### src/rtl/dvd_pkg.sv
// dvd_pkg: shared defaults and helpers for the bouncing-logo motion block.
//   LOGO_SIZE_DEF / DISPLAY_WIDTH_DEF / DISPLAY_HEIGHT_DEF : geometry defaults
//   NUM_COLORS : length of the colour cycle (indices 0..NUM_COLORS-1)
//   POS_W      : width of a screen coordinate
//   NUM_AXES   : axes handled by the motion block (0 = X, 1 = Y)
package dvd_pkg;

   localparam int LOGO_SIZE_DEF      = 128;
   localparam int DISPLAY_WIDTH_DEF  = 640;
   localparam int DISPLAY_HEIGHT_DEF = 480;
   localparam int NUM_COLORS         = 7;
   localparam int POS_W              = 10;
   localparam int NUM_AXES           = 2;
   localparam int AX_X               = 0;
   localparam int AX_Y               = 1;

   // Colour index advance, wrapping back to 0 after the last colour.
   function automatic logic [2:0] next_color(input logic [2:0] c);
      return (c == 3'(NUM_COLORS - 1)) ? 3'd0 : c + 3'd1;
   endfunction

endpackage

### src/rtl/bounce_axis.sv
// bounce_axis: combinational one-axis step with wall reflection.
//   pos, dir   : current origin and direction (1 = increasing)
//   limit      : largest legal origin on this axis
//   step       : pixels to move this frame (1..4)
//   pos_nxt, dir_nxt : origin/direction after the step, clamped to [0, limit]
//   hit        : the step reached a wall and the direction flipped
module bounce_axis
   import dvd_pkg::*;
(
   input  logic [POS_W-1:0] pos,
   input  logic             dir,
   input  logic [POS_W-1:0] limit,
   input  logic [2:0]       step,
   output logic [POS_W-1:0] pos_nxt,
   output logic             dir_nxt,
   output logic             hit
);

   // One extra bit so pos + step can never wrap before the compare.
   logic [POS_W:0]   sum;
   logic [POS_W-1:0] step_w;

   assign step_w = {{(POS_W-3){1'b0}}, step};
   assign sum    = {1'b0, pos} + {1'b0, step_w};

   always_comb begin
      pos_nxt = pos;
      dir_nxt = dir;
      hit     = 1'b0;
      if (dir) begin
         if (sum >= {1'b0, limit}) begin
            pos_nxt = limit;
            dir_nxt = 1'b0;
            hit     = 1'b1;
         end else begin
            pos_nxt = sum[POS_W-1:0];
         end
      end else begin
         // Compare before subtracting so the origin cannot underflow.
         if (pos <= step_w) begin
            pos_nxt = '0;
            dir_nxt = 1'b1;
            hit     = 1'b1;
         end else begin
            pos_nxt = pos - step_w;
         end
      end
   end

endmodule

### src/rtl/logo_motion_ctrl.sv
// logo_motion_ctrl: moves a square logo once per video frame, bouncing off
// the screen edges and cycling its colour on every bounce.
//   clk, rst_n     : pixel clock, synchronous active-low reset
//   pix_y          : current scanline from the sync generator
//   enable         : 1 = move on each frame, 0 = freeze
//   speed          : step per frame is speed + 1 pixels
//   logo_left/top  : registered logo origin
//   color_idx      : registered colour index 0..6
//   bounce         : one-cycle pulse, some wall was hit this frame
//   corner_hit     : one-cycle pulse, both walls hit in the same frame
module logo_motion_ctrl
   import dvd_pkg::*;
#(
   parameter int LOGO_SIZE      = LOGO_SIZE_DEF,
   parameter int DISPLAY_WIDTH  = DISPLAY_WIDTH_DEF,
   parameter int DISPLAY_HEIGHT = DISPLAY_HEIGHT_DEF,
   parameter int INIT_X         = 200,
   parameter int INIT_Y         = 200,
   parameter bit INIT_DIR_X     = 1'b1,
   parameter bit INIT_DIR_Y     = 1'b0
) (
   input  logic             clk,
   input  logic             rst_n,
   input  logic [POS_W-1:0] pix_y,
   input  logic             enable,
   input  logic [1:0]       speed,
   output logic [POS_W-1:0] logo_left,
   output logic [POS_W-1:0] logo_top,
   output logic [2:0]       color_idx,
   output logic             bounce,
   output logic             corner_hit
);

   localparam logic [POS_W-1:0] X_MAX = POS_W'(DISPLAY_WIDTH  - LOGO_SIZE);
   localparam logic [POS_W-1:0] Y_MAX = POS_W'(DISPLAY_HEIGHT - LOGO_SIZE);
   localparam logic [NUM_AXES-1:0][POS_W-1:0] LIMIT    = {Y_MAX, X_MAX};
   localparam logic [NUM_AXES-1:0][POS_W-1:0] INIT_POS = {POS_W'(INIT_Y), POS_W'(INIT_X)};

   logic [POS_W-1:0]                prev_y;
   logic [NUM_AXES-1:0][POS_W-1:0]  pos_q, pos_nxt;
   logic [NUM_AXES-1:0]             dir_q, dir_nxt, hit;
   logic [2:0]                      step;
   logic                            tick, move;

   // Falling edge into line 0: fires once per frame however long pix_y sits at 0.
   assign tick = (pix_y == '0) && (prev_y != '0);
   assign move = tick && enable;
   assign step = {1'b0, speed} + 3'd1;

   for (genvar a = 0; a < NUM_AXES; a++) begin : g_axis
      bounce_axis u_axis (
         .pos     (pos_q[a]),
         .dir     (dir_q[a]),
         .limit   (LIMIT[a]),
         .step    (step),
         .pos_nxt (pos_nxt[a]),
         .dir_nxt (dir_nxt[a]),
         .hit     (hit[a])
      );
   end

   always_ff @(posedge clk) begin
      if (!rst_n) begin
         prev_y     <= '0;
         pos_q      <= INIT_POS;
         dir_q      <= {INIT_DIR_Y, INIT_DIR_X};
         color_idx  <= '0;
         bounce     <= 1'b0;
         corner_hit <= 1'b0;
      end else begin
         prev_y     <= pix_y;
         bounce     <= 1'b0;
         corner_hit <= 1'b0;
         if (move) begin
            pos_q      <= pos_nxt;
            dir_q      <= dir_nxt;
            bounce     <= |hit;
            corner_hit <= &hit;
            // A corner counts as one bounce for the colour cycle.
            if (|hit)
               color_idx <= next_color(color_idx);
         end
      end
   end

   assign logo_left = pos_q[AX_X];
   assign logo_top  = pos_q[AX_Y];

endmodule

### config.mk
export PLATFORM = sky130hd
export DESIGN_NAME = logo_motion_ctrl
export DESIGN_NICKNAME = d
export VERILOG_FILES = /design/src/rtl/dvd_pkg.sv /design/src/rtl/bounce_axis.sv /design/src/rtl/logo_motion_ctrl.sv
export SDC_FILE = /design/constraint.sdc
export NUM_CORES = 1
export LEC_CHECK = 0
export BUFFER_PORTS_ARGS = -buffer_cell sky130_fd_sc_hd__buf_2
export CORE_ASPECT_RATIO = 0.8
export CORE_MARGIN = 5
export CORE_UTILIZATION = 30
export CTS_BUF_LIST = sky130_fd_sc_hd__clkbuf_2 sky130_fd_sc_hd__clkbuf_4 sky130_fd_sc_hd__clkbuf_8
export CTS_CLUSTER_DIAMETER = 100
export CTS_CLUSTER_SIZE = 12
export DETAILED_ROUTE_END_ITERATION = 7
export PLACE_DENSITY = 0.52
export SETUP_SLACK_MARGIN = 0.05
export SLEW_MARGIN = 10
export SYNTH_ARGS = -nofsm -noshare
export SYNTH_HDL_FRONTEND = slang
export SYNTH_SLANG_ARGS = --single-unit
### constraint.sdc
create_clock -name clk -period 4.5 [get_ports clk]
set_clock_uncertainty 0.05 [all_clocks]
set_input_delay 0.45 -clock clk [delete_from_list [all_inputs] [get_ports clk]]
set_output_delay 0.45 -clock clk [all_outputs]
set_load 0.1 [all_outputs]
==> impl_results.md, run 1 <==
- Floorplan die area: 11,410 sq um
- Synth Register Bits: 37
- Maximum fanout count along the critical path: 11
- Clock Root Buffer: sky130_fd_sc_hd__clkbuf_8
- Number of buffers inserted by post-CTS setup repair: 0
- Antenna violations before repair: 0
- # diodes: 0
- Aggregate routed wire length: 7835 um
- Relative contribution of sequential cells to total power: 0.486
- Endpoint of the most critical register-to-register path: logo_top[2]$_SDFFE_PN0P_
- CTS Buf Count: 5
- Ratio of routed vias to standard cells: 5.719
- Outcome: finished clean
- Number of synthesized flops with an enable pin: 0
- Skew-Pair Late Insertion Delay: 0.29 ns
- Fraction of layout cells with a size suffix above 1: 0.1866
- Part of the power in combinational logic: 0.079
- Vias in the first global route: 2,506
- Hold WC Path Type: in -> reg
- Core region area: 9115 sq um
- Average routed wire per standard cell: 16.53 um
- Slew @ Worst Pin: 0.8310 ns
- Longest individual stage delay on the worst path: 0.62 ns
- Number of nets at the end of the flow: 390
- Top flip-flop cell by instance count after synthesis: sky130_fd_sc_hd__dfxtp_1
- CP endpoint: logo_top[2]$_SDFFE_PN0P_
- First-pass iteration count of the detailed router: 4
- Time the final worst path needs with I/O delays and setup: 3.401 ns
- Worst hold path startpoint: pix_y[2]
- Residual antenna-violating net count after detailed routing: 0
- Layout overhead on the synthesized area: 10.83%
- Maximum level of the CTS H-tree: 2
- Total congestion overflow: 0
- Max-cap viol count: 0
- Design internal power: 518.8 uW
- Final-layout fill cell count: 940
- Number of top-level pins: 40
- Highest achievable clock rate: 0.2941 GHz
- Starting Density: 0.3080
- Cell count after synthesis: 333
- Total number of placement rows: 31
- Die boundary width: 118.2 um
- Part of the total power dissipated in the clock network: 0.435
- Global Route Usage Sum: 0.1377
- Post-cts resize count: 0
- Summed instance area of the synthesized netlist: 2808 sq um
- Commonest cells post-synth: sky130_fd_sc_hd__dfxtp_1 (37), sky130_fd_sc_hd__a21oi_1 (26), sky130_fd_sc_hd__nand2_1 (22)
- Static leakage: 0.001244 uW
- Routed vias: 2,711
- Sequential share of the synthesized area: 0.2638
- Mapped Avg Cell Area: 8.432 sq um
- Placed wire-length estimate after detailed placement: 5755 um
- Kind of end point of the critical path: flop
- Count of unresolved DRC violations after routing: 0
- RSZ-0062 raised after global routing: false
- Critical path data arrival time: 3.56 ns
- CTS clock-pin slew for the worst setup and hold paths: 0.08 ns
- CP startpoint kind: input pin
- Number of synthesis warnings: 0
- R2R depth: 9
- Height of the chip: 96.53 um
- Max_slew headroom: 0.4414
- Startpoint of the worst-slack reg-to-reg timing path: logo_top[0]$_SDFFE_PN0P_
- Total power consumption of the routed design: 685.7 uW
- Crit path from: speed[0]
- Critical Path, Cell by Cell: buf_2, ha_1, inv_1, fa_1, or3b_1, o41ai_2, o311ai_1, or4_4, o221a_1, o31ai_1
- Slew Viols, Final: 0
- Synth area leaders: sky130_fd_sc_hd__dfxtp_1 (26%), sky130_fd_sc_hd__ha_1 (5.8%), sky130_fd_sc_hd__a21oi_1 (4.6%)
- Number of distinct library cells after synthesis: 75
- Pin count of the biggest net entering global routing: 28
- Ys async rst share: 0
- Most common cell in the synthesized netlist: sky130_fd_sc_hd__dfxtp_1
- Cell with the biggest individual delay on the critical path: sky130_fd_sc_hd__or4_4
- Final weighted congestion in routability-driven placement: 0.8974
- Cts hold-fix bufs: 0
- Final total negative setup slack: 0 ns
- Wire length of the first global-routing pass: 13,000 um
- PD cells: 220.3 nW/um^2
- Clock tree from TritonCTS: done
- Synthesized net count: 365
- Fin. Hold Viols: 0
- Count of buffers from port buffering: 39
- VDD IR-drop max: 0.1124 mV
- Crit path required time: 4.66 ns
- Cell type with the largest total area after synthesis: sky130_fd_sc_hd__dfxtp_1
- DR iter-0 viols: 235
- Worst Setup Path Type: in -> reg
- Net Sw Frac: 0.2433
- Area share of the largest cell type after synthesis: 0.2638
- Register-to-Register Setup Slack: 1.31 ns
- Total net switching power: 166.8 uW
- Clock Sinks: 37
- Part of the cycle the worst path needs: 0.7557
- Final setup violation count: 0
- Maximum number of buffers from clock root to sink: 2
[metrics by stage]
stage	cells	cell area [sq um]	util	hold WS, ns	setup WS [ns]
floorplan	333	2808	-	0.5217	0.9880
global placement	466	2997	0.3288	0.4403	0.8887
CTS	474	3112	0.3414	0.3120	1.119
global route	474	3112	0.3414	0.3205	0.9198
finish	474	3112	0.3414	0.3235	1.099
detailed placement	466	2997	0.3288	0.4542	0.8068
[cell type report]
type | instances | area (sq um) | area share
multi-input cells | 254 | 1827 | 0.5871
clock inverters | 3 | 46.29 | 0.01488
flip-flops and latches | 37 | 740.7 | 0.2380
well taps | 115 | 143.9 | 0.04624
clock buffers | 5 | 68.82 | 0.02212
repair buffers | 42 | 217.7 | 0.06996
inverters | 18 | 67.56 | 0.02171
[power groups by stage]
stage / Clock, uW / Combinational, uW / Sequential [uW]
after global placement: 0 / 53.8 / 341
final: 298 / 54.3 / 333
after floorplan: 0 / 37.4 / 341
after detailed placement: 0 / 53.6 / 341
after global routing: 318 / 61.4 / 334
after CTS: 309 / 54.0 / 333
[worst min-delay path by stage]
stage / endpoint / slack (ns) / cells after the start
2_1_floorplan: prev_y[0]$_SDFF_PN0_ / 0.52 / 1
3_3_place_gp: color_idx[2]$_SDFFE_PN0P_ / 0.44 / 2
3_5_place_dp: color_idx[2]$_SDFFE_PN0P_ / 0.45 / 2
4_1_cts: prev_y[6]$_SDFF_PN0_ / 0.31 / 2
5_1_grt: prev_y[7]$_SDFF_PN0_ / 0.32 / 2
6_report: prev_y[2]$_SDFF_PN0_ / 0.32 / 2
[cell usage in the layout (no fill, tap or decap), types with 3 or more instances in the layout]
cell type,n
sky130_fd_sc_hd__a211o_1,3
sky130_fd_sc_hd__a211oi_1,9
sky130_fd_sc_hd__a21o_1,3
sky130_fd_sc_hd__a21oi_1,26
sky130_fd_sc_hd__a221o_1,4
sky130_fd_sc_hd__and2_1,11
sky130_fd_sc_hd__and3b_1,3
sky130_fd_sc_hd__buf_2,39
sky130_fd_sc_hd__buf_4,3
sky130_fd_sc_hd__clkbuf_8,5
sky130_fd_sc_hd__dfxtp_1,37
sky130_fd_sc_hd__fa_1,4
sky130_fd_sc_hd__ha_1,13
sky130_fd_sc_hd__inv_1,18
sky130_fd_sc_hd__nand2_1,22
sky130_fd_sc_hd__nand2b_1,4
sky130_fd_sc_hd__nand3_1,5
sky130_fd_sc_hd__nand4_1,5
sky130_fd_sc_hd__nor2_1,21
sky130_fd_sc_hd__nor2b_1,3
sky130_fd_sc_hd__nor3_1,11
sky130_fd_sc_hd__nor4_1,9
sky130_fd_sc_hd__o211a_1,5
sky130_fd_sc_hd__o211ai_1,8
sky130_fd_sc_hd__o21ai_0,9
sky130_fd_sc_hd__o21ai_1,3
sky130_fd_sc_hd__o21bai_1,4
sky130_fd_sc_hd__o221a_2,3
sky130_fd_sc_hd__o22ai_1,3
sky130_fd_sc_hd__o31ai_1,3
sky130_fd_sc_hd__o32ai_1,3
sky130_fd_sc_hd__xnor2_1,4
sky130_fd_sc_hd__xor2_1,3
[flip-flops by register name, indices dropped and copies added (netlist names)]
name / count
bounce: 1
color_idx: 3
corner_hit: 1
dir_q: 2
logo_left: 10
logo_top: 10
prev_y: 10
[critical path: cells and delay by family]
kind            cells  cell delay, ns
compound gates      4            1.08
fa+ha+maj           2            0.67
buf+inv             2            0.36
simple gates        2            1.00
[kinds of logic after synthesis]
family | synth area share
XOR/XNOR | 0.02184
adder cells (fa/ha/maj) | 0.08646
AND/OR/NAND/NOR | 0.2233
AO/OA/AOI/OAI | 0.3119
flip-flops | 0.2638
multiplexers | 0.007130
buffers and inverters | 0.08556
[metal layers]
layer	track usage	routed length (um)	vias up
li1	-	-	1306
met1	0.2126	4093	1281
met2	0.1924	3137	116
met3	0.02503	514	8
met4	0.03820	90	0
met5	0	0	-
(Power assumes the default switching activity.)
==> run 2: changes to the inputs <==
==> constraint.sdc (replaced) <==
create_clock -name clk -period 3.3 [get_ports clk]
set_clock_uncertainty 0.05 [all_clocks]
set_input_delay 0.33 -clock clk [delete_from_list [all_inputs] [get_ports clk]]
set_output_delay 0.33 -clock clk [all_outputs]
set_load 0.1 [all_outputs]
==> run 2 against run 1 <==
  * Routed wire length up 5.6%
  * Total power increased by 38%
  * Utilization increased by 1.9 points
  * Global-route usage grew 0.83 points
  * Sequential share of layout area is 1.1 points lower
  * Sequential cell count unchanged
  * Critical path type is now reg -> reg
  * Largest cell class unchanged
  * Largest power group unchanged
==> impl_results.md, run 2 (synthesis results as in run 1) <==
- Critical path data arrival time: 3.17 ns (was 3.56 ns)
- Static leakage: 0.001350 uW (was 0.001244 uW)
- Placed wire-length estimate after detailed placement: 6178 um (was 5755 um)
- Relative contribution of sequential cells to total power: 0.480 (was 0.486)
- DR iter-0 viols: 179 (was 235)
- Number of nets at the end of the flow: 412 (was 390)
- Residual antenna-violating net count after detailed routing: 0 (unchanged)
- Register-to-Register Setup Slack: 0.30 ns (was 1.31 ns)
- Count of unresolved DRC violations after routing: 0 (unchanged)
- R2R depth: 10 (was 9)
- Part of the total power dissipated in the clock network: 0.437 (was 0.435)
- Die boundary width: 118.2 um (unchanged)
- Pin count of the biggest net entering global routing: 28 (unchanged)
- Layout overhead on the synthesized area: 16.85% (was 10.83%)
- Kind of end point of the critical path: flop (unchanged)
- Global Route Usage Sum: 0.1460 (was 0.1377)
- Hold WC Path Type: in -> reg (unchanged)
- Crit path from: logo_top[0]$_SDFFE_PN0P_ (was speed[0])
- Total congestion overflow: 0 (unchanged)
- Design area: 3281 sq um (was 3112 sq um)
- Core region area: 9115 sq um (unchanged)
- RSZ-0062 raised after global routing: false (unchanged)
- Final setup violation count: 0 (unchanged)
- Endpoint of the most critical register-to-register path: color_idx[0]$_SDFFE_PN0P_ (was logo_top[2]$_SDFFE_PN0P_)
- Clock Sinks: 37 (unchanged)
- Aggregate routed wire length: 8277 um (was 7835 um)
- Crit path required time: 3.47 ns (was 4.66 ns)
- Slew @ Worst Pin: 0.6639 ns (was 0.8310 ns)
- Count of buffers from port buffering: 39 (unchanged)
- Outcome: finished clean (unchanged)
- Wire length of the first global-routing pass: 13,710 um (was 13,000 um)
- Number of buffers inserted by post-CTS setup repair: 0 (unchanged)
- Skew-Pair Late Insertion Delay: 0.30 ns (was 0.29 ns)
- Cts hold-fix bufs: 0 (unchanged)
- Number of top-level pins: 40 (unchanged)
- Net Sw Frac: 0.2483 (was 0.2433)
- PD cells: 288.6 nW/um^2 (was 220.3 nW/um^2)
- Max-cap viol count: 0 (unchanged)
- Maximum level of the CTS H-tree: 2 (unchanged)
- Starting Density: 0.3080 (unchanged)
- Average routed wire per standard cell: 16.69 um (was 16.53 um)
- Height of the chip: 96.53 um (unchanged)
- Maximum fanout count along the critical path: 8 (was 11)
- # diodes: 0 (unchanged)
- CTS clock-pin slew for the worst setup and hold paths: 0.08 ns (about the same)
- Instance area after placement: 3166 sq um (was 2997 sq um)
- First-pass iteration count of the detailed router: 5 (was 4)
- Total number of placement rows: 31 (unchanged)
- Highest achievable clock rate: 0.3331 GHz
- Part of the power in combinational logic: 0.084 (was 0.079)
- Time the final worst path needs with I/O delays and setup: 3.002 ns
- Slew Viols, Final: 0 (unchanged)
- Total net switching power: 235.2 uW (was 166.8 uW)
- Fraction of layout cells with a size suffix above 1: 0.2415 (was 0.1866)
- Maximum number of buffers from clock root to sink: 2 (unchanged)
- CTS Buf Count: 5 (unchanged)
- Final total negative setup slack: 0 ns (unchanged)
- VDD IR-drop max: 0.1479 mV (was 0.1124 mV)
- Final weighted congestion in routability-driven placement: 0.9096 (was 0.8974)
- Floorplan die area: 11,410 sq um (unchanged)
- Clock Root Buffer: sky130_fd_sc_hd__clkbuf_8 (unchanged)
- CP startpoint kind: flop (was input pin)
- Top library cells by usage in the layout, fill and taps aside: sky130_fd_sc_hd__buf_2 (39), sky130_fd_sc_hd__dfxtp_1 (34), sky130_fd_sc_hd__a21oi_1 (26), sky130_fd_sc_hd__buf_4 (25), sky130_fd_sc_hd__nand2_1 (22) (was sky130_fd_sc_hd__buf_2 (39), sky130_fd_sc_hd__dfxtp_1 (37), sky130_fd_sc_hd__a21oi_1 (26), sky130_fd_sc_hd__nand2_1 (22), sky130_fd_sc_hd__nor2_1 (21))
- Most common cell after layout, fill and taps aside: sky130_fd_sc_hd__buf_2 (unchanged)
- Part of the cycle the worst path needs: 0.9097
- Fin. Hold Viols: 0 (unchanged)
- Max_slew headroom: 0.5568 (was 0.4414)
- Worst Hold Slack: 0.2052 ns (was 0.3235 ns)
- Post-cts resize count: 0 (unchanged)
- Ratio of routed vias to standard cells: 5.629 (was 5.719)
- Routed vias: 2,792 (was 2,711)
- Antenna violations before repair: 0 (unchanged)
- Design internal power: 711.8 uW (was 518.8 uW)
- Worst Setup Path Type: reg -> reg (was in -> reg)
- Final core occ: 0.3599 (was 0.3414)
- CP endpoint: color_idx[0]$_SDFFE_PN0P_ (was logo_top[2]$_SDFFE_PN0P_)
- Startpoint of the worst-slack reg-to-reg timing path: logo_top[0]$_SDFFE_PN0P_ (unchanged)
- Vias in the first global route: 2,606 (was 2,506)
- Clock tree from TritonCTS: done (unchanged)
[run 2: cell count changes in the layout (fill, tap and decap cells not counted)]
cell,change
sky130_fd_sc_hd__dfxtp_1,-3
sky130_fd_sc_hd__buf_4,+22
sky130_fd_sc_hd__dfxtp_2,+3
[run 2: worst min path at each step]
stage	from	endpoint	slack [ns]	depth (start not counted)
floorplan	pix_y[0]	prev_y[0]$_SDFF_PN0_	0.40	1
global placement	color_idx[2]$_SDFFE_PN0P_	color_idx[2]$_SDFFE_PN0P_	0.44	2
detailed placement	logo_top[2]$_SDFFE_PN0P_	logo_top[2]$_SDFFE_PN0P_	0.44	2
CTS	pix_y[6]	prev_y[6]$_SDFF_PN0_	0.19	2
global route	pix_y[6]	prev_y[6]$_SDFF_PN0_	0.19	2
finish	pix_y[6]	prev_y[6]$_SDFF_PN0_	0.21	2
[run 2: power groups by stage]
stage / registers [uW] / logic, uW / clock network [uW]
detailed placement: 465 / 78.9 / 0
global route: 455 / 88.0 / 443
floorplan: 465 / 51.0 / 0
finish: 454 / 79.1 / 414
global placement: 465 / 78.9 / 0
CTS: 454 / 79.5 / 427
[run 2: stage by stage]
step	total power, uW	setup slack [ns]	cells
after CTS	960.6	0.3140	496
after floorplan	515.7	0.1214	333
final	946.9	0.2980	496
after detailed placement	543.8	0.05885	488
after global placement	543.5	0.1329	488
after global routing	986.3	0.1552	496
[run 2: final cells by class]
class                           count  area [sq um]
Fill cell                         933          5834
Multi-Input combinational cell    254          1827
Sequential cell                    37         744.5
Timing Repair Buffer               64         382.9
Tap cell                          115         143.9
Clock buffer                        5         68.82
Inverter                           18         67.56
Clock inverter                      3         46.29
[run 2: critical path: stages, from the launching register on]
cell and delay, ns:
sky130_fd_sc_hd__dfxtp_2 0.35, sky130_fd_sc_hd__ha_1 0.23, sky130_fd_sc_hd__inv_1 0.08, sky130_fd_sc_hd__fa_1 0.18
sky130_fd_sc_hd__or3b_1 0.40, sky130_fd_sc_hd__o41ai_2 0.34, sky130_fd_sc_hd__o311ai_1 0.19, sky130_fd_sc_hd__or4_4 0.59
sky130_fd_sc_hd__buf_4 0.19, sky130_fd_sc_hd__a2bb2oi_2 0.16, sky130_fd_sc_hd__mux2i_1 0.18
[run 2: routing by layer]
| layer | vias up | part of all wire | GRT usage | wire [um] |
|---|---|---|---|---|
| met5 | - | 0 | 0 | 0 |
| met4 | 0 | 0.0069 | 0.03056 | 57 |
| met3 | 4 | 0.074 | 0.02852 | 616 |
| met2 | 109 | 0.40 | 0.2107 | 3321 |
| met1 | 1319 | 0.52 | 0.2229 | 4281 |
| li1 | 1360 | - | - | - |
